$ cat config.mk
export PLATFORM = sky130hd
export DESIGN_NAME = i2s_transmitter_flat
export DESIGN_NICKNAME = d
export VERILOG_FILES = /design/src/rtl/i2s_pkg.sv /design/src/rtl/i2s_transmitter_if.sv /design/src/rtl/i2s_tx_holding.sv /design/src/rtl/i2s_transmitter.sv /design/src/flat_wrapper.sv
export SDC_FILE = /design/constraint.sdc
export NUM_CORES = 1
export LEC_CHECK = 0
export BUFFER_PORTS_ARGS = -buffer_cell sky130_fd_sc_hd__buf_2
export CORE_ASPECT_RATIO = 1.25
export CORE_MARGIN = 8
export CORE_UTILIZATION = 60
export CTS_BUF_LIST = sky130_fd_sc_hd__clkbuf_4
export CTS_CLUSTER_SIZE = 40
export DETAILED_ROUTE_END_ITERATION = 10
export GPL_TIMING_DRIVEN = 0
export PLACE_DENSITY = 0.88
export SYNTH_ARGS = -nofsm -noshare
export SYNTH_HDL_FRONTEND = slang
export SYNTH_SLANG_ARGS = --single-unit
$ cat constraint.sdc
create_clock -name clk -period 3.1 [get_ports clk]
set_input_delay 0.31 -clock clk [delete_from_list [all_inputs] [get_ports clk]]
set_output_delay 0.31 -clock clk [all_outputs]
set_load 0.01 [all_outputs]
$ cat src/rtl/i2s_pkg.sv
// Constants and sizing helpers shared by the I2S transmitter and receiver.
package i2s_pkg;

    // Bits per channel word unless a design overrides it.
    localparam int DEFAULT_DATA_SIZE = 16;

    // One frame carries a left and a right word.
    localparam int DEFAULT_FRAME_LEN = 2 * DEFAULT_DATA_SIZE;

    function automatic int frame_len(input int data_size);
        return 2 * data_size;
    endfunction

    // Width of a counter that spans every slot of one frame.
    function automatic int slot_cnt_width(input int data_size);
        return $clog2(2 * data_size);
    endfunction

endpackage

$ cat src/rtl/i2s_transmitter_if.sv
// Sample-pair handshake between a PCM source and the I2S transmitter.
interface i2s_transmitter_if
    import i2s_pkg::*;
#(
    parameter int DATA_SIZE = DEFAULT_DATA_SIZE
);
    logic [DATA_SIZE-1:0] sample_left;
    logic [DATA_SIZE-1:0] sample_right;
    logic                 sample_valid;
    logic                 sample_ready;

    modport master (
        output sample_left,
        output sample_right,
        output sample_valid,
        input  sample_ready
    );

    modport slave (
        input  sample_left,
        input  sample_right,
        input  sample_valid,
        output sample_ready
    );
endinterface

$ cat src/rtl/i2s_tx_holding.sv
// One-entry valid/ready holding buffer. The consumer empties it with a
// single-cycle take strobe; a take never forwards data accepted on the same edge.
module i2s_tx_holding
    import i2s_pkg::*;
#(
    parameter int WIDTH = DEFAULT_FRAME_LEN
) (
    input  logic             clk,
    input  logic             rst_n,
    input  logic [WIDTH-1:0] in_data,
    input  logic             in_valid,
    output logic             in_ready,
    input  logic             take,
    output logic             out_valid,
    output logic [WIDTH-1:0] out_data
);
    logic             full_q;
    logic             ready_q;
    logic [WIDTH-1:0] data_q;
    logic             accept;
    logic             full_nxt;

    assign accept = in_valid && ready_q;

    // A take clears the entry; an accept on the same edge refills it.
    always_comb begin
        full_nxt = full_q || accept;
        if (take) begin
            full_nxt = accept;
        end
    end

    // Occupancy flag, its registered inverse, and the stored word.
    always_ff @(posedge clk or negedge rst_n) begin
        if (!rst_n) begin
            full_q  <= 1'b0;
            ready_q <= 1'b1;
            data_q  <= '0;
        end else begin
            full_q  <= full_nxt;
            ready_q <= !full_nxt;
            if (accept) begin
                data_q <= in_data;
            end
        end
    end

    assign in_ready  = ready_q;
    assign out_valid = full_q;
    assign out_data  = data_q;
endmodule

$ cat src/rtl/i2s_transmitter.sv
// I2S transmitter: serialises left/right words MSB first on the bit clock,
// with word select leading the data by one slot.
module i2s_transmitter
    import i2s_pkg::*;
#(
    parameter int DATA_SIZE = DEFAULT_DATA_SIZE
) (
    input  logic               clk,
    input  logic               rst_n,
    i2s_transmitter_if.slave   bus,
    output logic               i2s_sd,
    output logic               i2s_ws,
    output logic               underrun
);
    localparam int FRAME_LEN = frame_len(DATA_SIZE);
    localparam int CNT_W     = slot_cnt_width(DATA_SIZE);

    localparam logic [CNT_W-1:0] LAST_SLOT = CNT_W'(FRAME_LEN - 1);
    localparam logic [CNT_W-1:0] WS_FIRST  = CNT_W'(DATA_SIZE - 1);
    localparam logic [CNT_W-1:0] WS_LAST   = CNT_W'(FRAME_LEN - 2);

    logic [CNT_W-1:0]     slot_cnt;
    logic [CNT_W-1:0]     slot_nxt;
    logic                 wrap;
    logic                 ws_nxt;
    logic                 ws_q;
    logic                 underrun_q;
    logic [FRAME_LEN-1:0] shift_q;
    logic                 hold_valid;
    logic [FRAME_LEN-1:0] hold_data;

    i2s_tx_holding #(
        .WIDTH (FRAME_LEN)
    ) u_hold (
        .clk       (clk),
        .rst_n     (rst_n),
        .in_data   ({bus.sample_left, bus.sample_right}),
        .in_valid  (bus.sample_valid),
        .in_ready  (bus.sample_ready),
        .take      (wrap),
        .out_valid (hold_valid),
        .out_data  (hold_data)
    );

    assign wrap = (slot_cnt == LAST_SLOT);

    // Next slot index and the word select that belongs to it.
    always_comb begin
        slot_nxt = slot_cnt + 1'b1;
        if (wrap) begin
            slot_nxt = '0;
        end
        ws_nxt = (slot_nxt >= WS_FIRST) && (slot_nxt <= WS_LAST);
    end

    // Free-running slot counter; word select is registered one slot ahead of data.
    always_ff @(posedge clk or negedge rst_n) begin
        if (!rst_n) begin
            slot_cnt <= '0;
            ws_q     <= 1'b0;
        end else begin
            slot_cnt <= slot_nxt;
            ws_q     <= ws_nxt;
        end
    end

    // Frame shifter: load a fresh pair (or silence) at the wrap, else shift out MSB first.
    always_ff @(posedge clk or negedge rst_n) begin
        if (!rst_n) begin
            shift_q    <= '0;
            underrun_q <= 1'b0;
        end else begin
            underrun_q <= wrap && !hold_valid;
            if (wrap) begin
                shift_q <= hold_valid ? hold_data : '0;
            end else begin
                shift_q <= {shift_q[FRAME_LEN-2:0], 1'b0};
            end
        end
    end

    assign i2s_sd   = shift_q[FRAME_LEN-1];
    assign i2s_ws   = ws_q;
    assign underrun = underrun_q;
endmodule

$ cat src/flat_wrapper.sv
// flat-port wrapper written by rule: the top's interface ports become plain ports
module i2s_transmitter_flat import i2s_pkg::*;
#(
    parameter int DATA_SIZE = DEFAULT_DATA_SIZE
)
  (clk, rst_n, i2s_sd, i2s_ws, underrun, bus_sample_left, bus_sample_right, bus_sample_valid, bus_sample_ready);
  i2s_transmitter_if #(.DATA_SIZE(DATA_SIZE)) bus_i ();
  input  logic clk;
  input  logic rst_n;
  output logic i2s_sd;
  output logic i2s_ws;
  output logic underrun;
  input wire logic [$bits(bus_i.sample_left)-1:0] bus_sample_left;
  input wire logic [$bits(bus_i.sample_right)-1:0] bus_sample_right;
  input wire logic [$bits(bus_i.sample_valid)-1:0] bus_sample_valid;
  output wire logic [$bits(bus_i.sample_ready)-1:0] bus_sample_ready;
  assign bus_i.sample_left = bus_sample_left;
  assign bus_i.sample_right = bus_sample_right;
  assign bus_i.sample_valid = bus_sample_valid;
  assign bus_sample_ready = bus_i.sample_ready;
  i2s_transmitter #(.DATA_SIZE(DATA_SIZE)) u_core (.clk(clk), .rst_n(rst_n), .bus(bus_i), .i2s_sd(i2s_sd), .i2s_ws(i2s_ws), .underrun(underrun));
endmodule
* Yosys cells after proc, flatten, opt, wreduce, memory -nomap -nowiden *
Index checks and enable logic that the tools add are counted.

cells by class
  bitwise logic cells = 0
  divide/modulo/power cells = 0
  muxes and demuxes = 4
  equal/unequal tests = 1
  magnitude comparators = 2
  reduce and logical (&&, ||, !) cells = 6
  multiply operators = 0
  add/sub/neg operators = 1
  shifts and indexed selects = 0

operator list
  kind                   number
  $mux W32               2
  $add A5 B1 Y5 const B  1
  $eq A5 B5 Y1 const B   1
  $ge A5 B4 Y1 const B   1
  $le A5 B5 Y1 const B   1
  $mux W5                1
  $logic_and A1 B1 Y1    3
  $logic_not A1 Y1       2
  $logic_or A1 B1 Y1     1
  $mux W1                1

word-level totals
  bits of input ports = 35
  word-level logic and storage cells = 21
  memories kept = 0
  ROM bits = 0
  latch bits = 0
  register bits = 73
  output and inout port bits = 4
  memory bits (writable) = 0

* Depth between registers and ports, before layout *
Gate-level depths: netlist (run 1).

  word-level depth = 4
  depth in mapped cells = 6
  depth with buffers taken out = 4

* By module *
Synthesis (run 1) repeated with hierarchy kept, for this count alone.

second synthesis, totals
  cells, all modules = 251
  area total of the unflattened synthesis = 3,022.9 sq um

modules (own cells, without submodules)
  module           instances  area an instance (sq um)  cells each
  i2s_transmitter  1          1,649.1                   178
  i2s_tx_holding   1          1,373.8                   73

* Worst setup path before layout (run 1) *
OpenSTA, ideal clock, no wires.

  path type = reg2reg
  start point = reg u_core.slot_cnt[0]
  end point = reg u_core.ws_q, in the netlist u_core.i2s_ws
  arrival time = 1,294 ps
  clock period less this slack = 1,362 ps
  setup slack = 1,738 ps
  setup time = 69 ps
  stages on the path, launching flop included = 5
  data required time = 3,031 ps
  path buffers = 0
  cells stage by stage = dfrtp_1 ha_1 inv_1 or4_1 nand3_1

on the way
  longest elaborated chain between the ends = 4

ends and longest elaborated chain
  what                                           line                                          RTL
  from (decl)                                    i2s_transmitter.sv:22                         logic [CNT_W-1:0] slot_cnt;
  from (signal assigned)                         i2s_transmitter.sv:62                         slot_cnt <= slot_nxt;
  $add A5 B1 Y5 or $eq A5 B5 Y1 (tied branches)  i2s_transmitter.sv:49, i2s_transmitter.sv:45
  $mux W5 (*)                                    i2s_transmitter.sv:50                         if (wrap) begin
  $ge A5 B4 Y1 or $le A5 B5 Y1 (tied branches)   i2s_transmitter.sv:53                         ws_nxt = (slot_nxt >= WS_FIRST) && (slot_nxt <= WS_LAST);
  $logic_and A1 B1 Y1 (*)                        i2s_transmitter.sv:53
  named net u_core.ws_nxt                        i2s_transmitter.sv:25                         logic ws_nxt;
  to (signal assigned)                           i2s_transmitter.sv:63                         ws_q <= ws_nxt;
  to (decl)                                      i2s_transmitter.sv:26                         logic ws_q;

The timed path passes the listed nets; every way through them passes the cells marked *.
A chain may end at the register's enable or synchronous reset.

* Worst setup path in the final report (run 1) *
  start point = reg u_core.slot_cnt[0]
  end point = reg u_core.shift_q[11]

on the way
  longest elaborated chain between the ends = 2

ends and longest elaborated chain
  what                  line                   RTL
  $eq A5 B5 Y1          i2s_transmitter.sv:45  assign wrap = (slot_cnt == LAST_SLOT);
  $mux W32              i2s_transmitter.sv:74  if (wrap) begin
  to (signal assigned)  i2s_transmitter.sv:75  shift_q <= hold_valid ? hold_data : '0;
  to (signal assigned)  i2s_transmitter.sv:77  shift_q <= {shift_q[FRAME_LEN-2:0], 1'b0};
  to (decl)             i2s_transmitter.sv:28  logic [FRAME_LEN-1:0] shift_q;

No other way between the ends.

==> impl_metrics.json, run 1 <==
{
  "dieArea_um2": 7149,
  "area_growth_pct": 12.99,
  "ys_warn_count": 0,
  "grt_pass1_vias": 1927,
  "cts.sinks": 73,
  "post-route-period-util": 0.5054,
  "synth_nets": 274,
  "ios": 39,
  "grt_max_degree": 74,
  "slew_viol_final": 0,
  "max_slew.worst_pin.slew_ns": 0.8700,
  "async_reset_ff_frac": 1.000,
  "synth_commonest_cells": "72 x dfrtp_1, 68 x nand2_1, 33 x mux2_2",
  "overflow": 0,
  "ys_types": 23,
  "combPwrFrac": 0.131,
  "synth_flop_cell": "dfrtp_1",
  "nNetsFinal": 323,
  "synth_area_leaders": "dfrtp_1 64%, mux2_2 13%, nand2_1 9.1%, o21ai_1 3.6%, o21ai_0 2.1%",
  "grt_antenna_before_repair": 0,
  "maxCapViolCount": 0,
  "p_int_uw": 1393,
  "ys_seq_elements": 73,
  "clock_power_share": 0.249,
  "dr.first_iter.drc_count": 138,
  "seqPwrFrac": 0.620,
  "cts_tree": "yes",
  "peakVddDrop_mv": 0.3737,
  "cts_resized": 0,
  "syn_avg_cell_area_um2": 11.82,
  "p_leak_uw": 0.001562,
  "relSlewSlack": 0.4200,
  "hold_viol_final": 0,
  "hold_buffers": 0,
  "layout-drive-gt1-share": 0.3207,
  "powerDensity_nw_per_um2": 577.8,
  "post_cts_buffers": 0,
  "synth-edff-count": 0,
  "hold_path.class": "input pin to async pin",
  "cp.arrival_ns": 1.82,
  "setup_tns_ns": 0,
  "num_vias": 1824,
  "routed_wirelength_mm": 4.791,
  "yosysMostFrequentCell": "dfrtp_1",
  "gp_routability_congestion": 0.7652,
  "grtUsageTotal": 0.1461,
  "crit_path_start_kind": "flop",
  "htreeDepth": 3,
  "start_util": 0.6082,
  "numCtsBuffers": 9,
  "cp.required_ns": 3.36,
  "path_clk_slew_ns": 0.10,
  "grt_pass1_wl_mm": 8.335,
  "diodes": 0,
  "core_um2": 4624,
  "rsz0062_at_grt": "no",
  "netlist_area_um2": 2813,
  "drt-vias-per-instance": 5.211,
  "dp_hpwl_mm": 3.410,
  "fmax_mhz": 638.3,
  "die_y_um": 92.55,
  "setup_viol": 0,
  "crit_path_end_kind": "flop",
  "netSwitchingFraction": 0.2415,
  "io_buffers": 38,
  "synth_top_area_cell": "dfrtp_1",
  "post-synth-top-area-fraction": 0.6406,
  "report.power.total_uw": 1836,
  "yosysSeqAreaShare": 0.6499,
  "dr.pass1.iters": 4,
  "drc": 0,
  "status": "finished clean",
  "crit_type": "flop to flop",
  "worst-path-max-fanout": 10,
  "ant_nets": 0,
  "clockRootBuffer": "clkbuf_4",
  "cts.path.max_buffers": 2,
  "rows": 28,
  "fin_skew_ns": 0.01339,
  "period_needed_ns": 1.567,
  "syn_inst": 238,
  "die_w_um": 77.24,
  "wl_per_cell_um": 13.69,
  "p_sw_uw": 443.4,
  "clk-insertion-delay-late_ns": 0.40
}
## critical path: stages, from the launching register on
cell and delay, ns:
dfrtp_1 0.43, ha_1 0.29, nand4_2 0.17, clkbuf_1 0.37, o21ai_1 0.15
## worst paths after layout
path	endpoint	slack [ns]	from	cells after the start
max	u_core.shift_q[11]	1.53	u_core.slot_cnt[0]	4
min	u_core.shift_q[16]	0.02	rst_n	1
max reg2reg	u_core.shift_q[11]	1.53	u_core.slot_cnt[0]	4
min reg2reg	u_core.shift_q[29]	0.46	u_core.shift_q[28]	2
max in group asynchronous	u_core.underrun	2.51	rst_n	1
min in group clk	u_core.u_hold.out_data[20]	0.13	bus_sample_left[4]	2
## placed cells by master (no fill, tap or decap), types with 2 or more instances in the layout
master,instances
and2_1,3
nand2_1,68
dfrtp_1,72
nor2_1,3
buf_4,2
clkbuf_4,12
buf_6,2
clkinv_1,2
buf_2,41
o21ai_0,12
o21ai_1,20
nand3_1,3
mux2_2,33
clkbuf_1,6
## layer usage
metal	up-vias	GRT usage	part of all wire
li1	884	-	-
met1	906	0.1688	0.44
met2	26	0.2386	0.51
met3	8	0.05233	0.037
met4	0	0.06625	0.020
met5	-	0	0
## cell type report
| cell class | instances | area [um^2] |
|---|---|---|
| flip-flops and latches | 73 | 1828 |
| fillers | 349 | 1446 |
| multi-input cells | 150 | 903.4 |
| repair buffers | 38 | 192.7 |
| clock buffers | 12 | 90.09 |
| plain buffers | 14 | 77.57 |
| well taps | 60 | 75.07 |
| clock inverters | 2 | 7.507 |
| inverters | 1 | 3.754 |
## state kept, by name (all words and copies together) (netlist names)
| register | count |
|---|---|
| u_core.slot_cnt | 5 |
| u_core.u_hold.out_valid | 1 |
| u_core.shift_q | 32 |
| u_core.i2s_ws | 1 |
| u_core.underrun | 1 |
| u_core.u_hold.in_ready | 1 |
| u_core.u_hold.out_data | 32 |
## power groups by stage
| stage | Clock, uW | Combinational (uW) | Sequential (uW) |
|---|---|---|---|
| floorplan | 0 | 179 | 1140 |
| global placement | 0 | 232 | 1150 |
| detailed placement | 0 | 247 | 1160 |
| CTS | 468 | 247 | 1140 |
| global route | 514 | 274 | 1150 |
| finish | 457 | 241 | 1140 |
## through the flow
stage                     worst slack (ns)  area (um^2)  cells    util  hold slack [ns]
final                                1.533         3178    350  0.6872          0.01850
after global routing                 1.411         3178    350  0.6872          0.07800
after CTS                            1.534         3178    350  0.6872          0.04367
after detailed placement             1.560         3080    336  0.6661           0.4427
after global placement               1.384         3078    336  0.6656           0.4316
after floorplan                      1.738         2813    238       -          0.01441
## logic make-up (layout without fill, tap and decap cells)
| group | after synthesis | count (layout) | synth area share |
|---|---|---|---|
| muxes | 33 | 33 | 0.1321 |
| and+or+nand+nor | 81 | 81 | 0.1183 |
| DFF | 73 | 73 | 0.6499 |
| adders and majority gates | 1 | 1 | 0.004448 |
| AOI/OAI and AO/OA | 33 | 33 | 0.06006 |
| xor gates and xnor gates | 2 | 2 | 0.006229 |
| buffers and inverters | 15 | 67 | 0.02891 |
No activity file was read; power rests on OpenSTA's default activity.
==> run 2, diff against run 1 <==
--- a/config.mk
+++ b/config.mk
@@ -5,15 +5,16 @@
 export SDC_FILE = /design/constraint.sdc
 export NUM_CORES = 1
 export LEC_CHECK = 0
+export ABC_AREA = 1
 export BUFFER_PORTS_ARGS = -buffer_cell sky130_fd_sc_hd__buf_2
 export CORE_ASPECT_RATIO = 1.25
 export CORE_MARGIN = 8
-export CORE_UTILIZATION = 60
+export CORE_UTILIZATION = 59
 export CTS_BUF_LIST = sky130_fd_sc_hd__clkbuf_4
 export CTS_CLUSTER_SIZE = 40
 export DETAILED_ROUTE_END_ITERATION = 10
 export GPL_TIMING_DRIVEN = 0
-export PLACE_DENSITY = 0.88
+export PLACE_DENSITY = 0.86
 export SYNTH_ARGS = -nofsm -noshare
 export SYNTH_HDL_FRONTEND = slang
 export SYNTH_SLANG_ARGS = --single-unit
==> constraint.sdc (replaced) <==
create_clock -name clk -period 1.5 [get_ports clk]
set_input_delay 0.15 -clock clk [delete_from_list [all_inputs] [get_ports clk]]
set_output_delay 0.15 -clock clk [all_outputs]
set_load 0.01 [all_outputs]
==> impl_metrics.json, run 2 <==
{
  "status": "finished clean",
  "synth_top_family_by_area": "multiplexers",
  "synth_nets": 280,
  "crit_path_start_kind": "flop",
  "gp_routability_congestion": 0.7472,
  "worst_path_max_delay_cell": "dfrtp_1",
  "die_w_um": 78.48,
  "met3_usage": 0.04310,
  "dr.pass1.iters": 4,
  "p_leak_uw": 0.001789,
  "synth-simple-area-share": 0.1160,
  "synthAdderAreaFrac": 0.004346,
  "clk-insertion-delay-late_ns": 0.40,
  "layout-drive-gt1-share": 0.3505,
  "cts_tree": "yes",
  "area_growth_pct": 26.16,
  "grtUsageTotal": 0.1633,
  "ios": 39,
  "synthMuxAreaShare": 0.1252,
  "nNetsFinal": 362,
  "core_um2": 4730,
  "dp_hpwl_mm": 3.568,
  "fmax_mhz": 716.9,
  "critPathMaxStageDelay_ns": 0.43,
  "post-synth-top-area-fraction": 0.6258,
  "peakVddDrop_mv": 0.8341,
  "post-place-cells": 342,
  "cp.required_ns": 1.80,
  "report.power.total_uw": 4122,
  "use_met1": 0.1979,
  "cts.path.max_buffers": 2,
  "wl_per_cell_um": 14.06,
  "crit_top_cell": "nand2_1",
  "grt_pass1_vias": 2093,
  "hold_viol_final": 0,
  "setup_tns_ns": 0,
  "dieArea_um2": 7385,
  "async_reset_ff_frac": 1.000,
  "slew_viol_final": 0,
  "rows": 28,
  "cts.sinks": 73,
  "fin_skew_ns": 0.01871,
  "path_clk_slew_ns": 0.11,
  "period_needed_ns": 1.395,
  "ys_warn_count": 0,
  "synth_commonest_cells": "72 x dfrtp_1, 72 x nand2_1, 32 x mux2_2",
  "yosysSeqAreaShare": 0.6349,
  "cp_cell_sequence": "ha_2, inv_1, or2_4, nor2_4, nand2_1, nand2_1, nand2_1",
  "hold_path.class": "input pin to flop",
  "drt-vias-per-instance": 5.100,
  "relSlewSlack": 0.4185,
  "post-route-period-util": 0.9299,
  "ant_nets": 0,
  "io_buffers": 38,
  "start_util": 0.6087,
  "crit_path_end_kind": "flop",
  "layoutNonFillerInstCount": 391,
  "synth-xor-area-share": 0.003042,
  "mostFrequentLayoutCells": "72 x nand2_1, 72 x dfrtp_1, 40 x buf_2, 33 x dlygate4sd3_1, 32 x mux2_2",
  "max_slew.worst_pin.slew_ns": 0.8723,
  "routed_wirelength_mm": 5.499,
  "cp.arrival_ns": 1.70,
  "powerDensity_nw_per_um2": 1135,
  "dr.first_iter.drc_count": 124,
  "ys_types": 18,
  "synth_area_leaders": "dfrtp_1 63%, mux2_2 13%, nand2_1 9.4%, o21ai_2 4.0%, o21ai_1 3.0%",
  "syn_inst": 244,
  "overflow": 0,
  "grt_pass1_wl_mm": 9.618,
  "drc": 0,
  "syn_avg_cell_area_um2": 11.80,
  "grt_util_met2": 0.2706,
  "maxCapViolCount": 0,
  "setup_viol": 0,
  "post_cts_buffers": 0,
  "top_usage_layer": "met2",
  "numCtsBuffers": 9,
  "num_vias": 1994,
  "htreeDepth": 3,
  "die_y_um": 94.10,
  "synth_top_area_cell": "dfrtp_1",
  "worst-path-max-fanout": 4,
  "crit_type": "flop to flop",
  "synth_compound_area_frac": 0.07084,
  "synth_flop_cell": "dfrtp_1",
  "synth-edff-count": 0,
  "diodes": 0,
  "netlist_area_um2": 2879,
  "grt_max_degree": 74,
  "ys_seq_elements": 73,
  "clockRootBuffer": "clkbuf_4",
  "grt_antenna_before_repair": 0
}
==> run 2: path summary, 6_finish.rpt <==
kind / startpoint / endpoint / slack [ns] / depth (start not counted)
setup / recovery: u_core.slot_cnt[0] / u_core.i2s_ws / 0.11 / 7
hold / removal: bus_sample_valid / u_core.u_hold.out_data[19] / 0.28 / 3
setup reg to reg: u_core.slot_cnt[0] / u_core.i2s_ws / 0.11 / 7
hold reg to reg: u_core.shift_q[0] / u_core.shift_q[1] / 0.45 / 2
max in group asynchronous: rst_n / u_core.u_hold.out_data[22] / 0.49 / 2
min in group asynchronous: rst_n / u_core.u_hold.out_data[27] / 0.42 / 2
==> run 2: layout make-up <==
type / instances / area [um^2]
buffer: 14 / 106.4
timing repair buffer: 71 / 523.0
clock buffer: 9 / 67.56
tap: 60 / 75.07
inverter: 7 / 26.28
multi-input combinational: 150 / 934.6
sequential: 73 / 1828
fill: 309 / 1097
clock inverter: 7 / 71.32
==> run 2: repair_timing <==
action                                 in CTS  in global routing
setup endpoints to repair                   0                 11
hold buffers                               32                  1
resized for setup                           0                  7
endpoints found under the hold margin     103                  1
==> run 2: worst max-delay path, delay by kind of cell (launching register included) <==
| family | cells | cell delay, ns |
|---|---|---|
| buf+inv | 1 | 0.04 |
| fa+ha+maj | 1 | 0.33 |
| flops | 1 | 0.43 |
| simple gates | 5 | 0.51 |
==> run 2: logic make-up after synthesis <==
group	after synthesis
AND/OR/NAND/NOR	85
flip-flops	73
multiplexers	32
AO/OA/AOI/OAI	31
buffers and inverters	21
XOR/XNOR	1
adder cells (fa/ha/maj)	1
==> run 2: metrics by stage <==
step                setup slack (ns)  instance area (um^2)  hold slack [ns]  utilization
floorplan                     0.1674                  2879          -0.1456            -
global placement            -0.04904                  3144           0.3812       0.6648
detailed placement           0.05558                  3147           0.3258       0.6653
CTS                          0.05177                  3606         0.005124       0.7624
global route              -0.0007091                  3632           0.2939       0.7680
finish                        0.1051                  3632           0.2835       0.7680
==> run 2: layer usage <==
layer,up-vias,part of all wire
li1,966,-
met1,976,0.42
met2,38,0.52
met3,14,0.035
met4,0,0.023
met5,-,0
==> run 2: where the power goes <==
part,total [uW],switching [uW],internal (uW)
combinational,601,256,345
sequential,2350,127,2220
clock,1170,668,504
total,4120,1050,3070
==> run 3, diff against run 2 <==
--- a/config.mk
+++ b/config.mk
@@ -5,7 +5,7 @@
 export SDC_FILE = /design/constraint.sdc
 export NUM_CORES = 1
 export LEC_CHECK = 0
-export ABC_AREA = 1
+export ABC_AREA = 0
 export BUFFER_PORTS_ARGS = -buffer_cell sky130_fd_sc_hd__buf_2
 export CORE_ASPECT_RATIO = 1.25
 export CORE_MARGIN = 8
@@ -14,7 +14,7 @@
 export CTS_CLUSTER_SIZE = 40
 export DETAILED_ROUTE_END_ITERATION = 10
 export GPL_TIMING_DRIVEN = 0
-export PLACE_DENSITY = 0.86
+export PLACE_DENSITY = 0.87
 export SYNTH_ARGS = -nofsm -noshare
 export SYNTH_HDL_FRONTEND = slang
 export SYNTH_SLANG_ARGS = --single-unit
==> impl_metrics.json, run 3 (synthesized netlist as in run 1, its figures left out) <==
{
  "timing.rr.end": "u_core.i2s_ws",
  "critPathMaxStageDelay_ns": 0.51,
  "gp_routability_congestion": 0.8048,
  "ios": 39,
  "dp_hpwl_mm": 3.273,
  "core_um2": 4659,
  "io_buffers": 38,
  "powerDensity_nw_per_um2": 1148,
  "grt_max_degree": 74,
  "nNetsFinal": 356,
  "die_y_um": 93.20,
  "rows": 28,
  "r2r-start": "u_core.slot_cnt[0]",
  "ant_nets": 0,
  "start_util": 0.6037,
  "reg2reg_depth": 4,
  "grt_pass1_wl_mm": 9.356,
  "cp_top_family": "simple AND/OR/NAND/NOR gates",
  "cp_cell_sequence": "ha_4, inv_1, or4_1, nand3_1",
  "relSlewSlack": 0.4131,
  "worst_slack_ns": 0.06624,
  "drt-vias-per-instance": 5.104,
  "drc": 0,
  "cts.sinks": 73,
  "grtUsageTotal": 0.1668,
  "dieArea_um2": 7246,
  "crit_start": "u_core.slot_cnt[0]",
  "dr.first_iter.drc_count": 120,
  "period_needed_ns": 1.434,
  "diodes": 0,
  "worst-path-max-fanout": 5,
  "cp.required_ns": 1.85,
  "dr.pass1.iters": 6,
  "peakVddDrop_mv": 0.6913,
  "area_growth_pct": 26.47,
  "numCtsBuffers": 9,
  "setup_viol": 0,
  "final_util": 0.7634,
  "grt_antenna_before_repair": 0,
  "slew_viol_final": 0,
  "fin_skew_ns": 0.01194,
  "wl_per_cell_um": 14.12,
  "post-route-period-util": 0.9558,
  "final_common_cell": "dfrtp_1",
  "crit_type": "flop to flop",
  "clk-insertion-delay-late_ns": 0.42,
  "routed_wirelength_mm": 5.435,
  "cts.path.max_buffers": 2,
  "clockRootBuffer": "clkbuf_4",
  "crit_path_end_kind": "flop",
  "layout-drive-gt1-share": 0.3046,
  "holdWs_ns": 0.3014,
  "max_slew.worst_pin.slew_ns": 0.8803,
  "cts_tree": "yes",
  "htreeDepth": 3,
  "fmax_mhz": 697.5,
  "hold_viol_final": 0,
  "path_clk_slew_ns": 0.11,
  "cp_num_cells": 4,
  "rsz0062_at_grt": "no",
  "crit_path_start_kind": "flop",
  "grt_pass1_vias": 1972,
  "overflow": 0,
  "place_ws_ns": -0.006186,
  "maxCapViolCount": 0,
  "mostFrequentLayoutCells": "71 x dfrtp_1, 68 x nand2_1, 41 x buf_2, 33 x mux2_2, 33 x dlygate4sd3_1",
  "worst_path_max_delay_cell": "or4_1",
  "setup_tns_ns": 0,
  "hold_path.class": "input pin to flop",
  "cp.arrival_ns": 1.78,
  "worstSetupEndpoint": "u_core.i2s_ws",
  "status": "finished clean",
  "path_buf_inv": 1,
  "num_vias": 1965,
  "r2r_slack_ns": 0.07,
  "p_leak_uw": 0.001723,
  "die_w_um": 77.76
}
run 3: cell count changes in the layout (fill, tap and decap cells not counted), sizes merged, moves of 2 or more:
cell,change
and2,+3
buf,-4
clkbuf,+6
clkinvlp,-2
inv,-6
nand2,-4
nor2,-5
run 3: final cells by class:
cell class,instances,area [um^2]
clock inverters,5,46.29
clock buffers,11,82.58
flip-flops and latches,73,1829
inverters,1,3.754
fillers,298,1102
well taps,60,75.07
plain buffers,14,81.33
multi-input cells,150,915.9
repair buffers,71,523.0
run 3: layer usage:
metal | global-route usage | wire, um | vias to the layer above
met4 | 0.09464 | 126 | 0
met1 | 0.1927 | 2258 | 965
li1 | - | - | 952
met3 | 0.04607 | 234 | 10
met2 | 0.2736 | 2816 | 38
met5 | 0 | 0 | -
run 3: through the flow:
| stage | instance area [um^2] | std cells | power (uW) |
|---|---|---|---|
| 5_1_grt | 3557 | 385 | 4296 |
| 2_1_floorplan | 2813 | 238 | 2716 |
| 4_1_cts | 3543 | 385 | 4106 |
| 6_report | 3557 | 385 | 4084 |
| 3_3_place_gp | 3078 | 336 | 2860 |
| 3_5_place_dp | 3080 | 336 | 2900 |
run 3: worst reg2reg max path, delay by kind of cell, from the launching register on:
family | cells | cell delay [ns]
fa+ha+maj | 1 | 0.27
buf+inv | 1 | 0.04
flops | 1 | 0.46
simple gates | 2 | 0.61
run 3: repair_timing:
item,in CTS,in global routing
hold buffers,33,0
setup buffers,0,0
setup endpoints to repair,12,31
hold endpoints to repair,104,0
gates resized for setup,2,6
run 3: report_power, final:
part / internal, uW / leakage, uW / switching (uW)
Clock: 528 / 0.0000734 / 626
Sequential: 2220 / 0.000930 / 133
Combinational: 343 / 0.000719 / 233
run 3: worst min path at each step:
stage | from | depth (start not counted) | endpoint
2_1_floorplan | rst_n | 0 | u_core.i2s_ws
3_3_place_gp | bus_sample_right[2] | 2 | u_core.u_hold.out_data[2]
3_5_place_dp | rst_n | 1 | u_core.u_hold.out_data[20]
4_1_cts | bus_sample_valid | 3 | u_core.u_hold.out_data[19]
5_1_grt | bus_sample_valid | 3 | u_core.u_hold.out_data[20]
6_report | bus_sample_valid | 3 | u_core.u_hold.out_data[19]
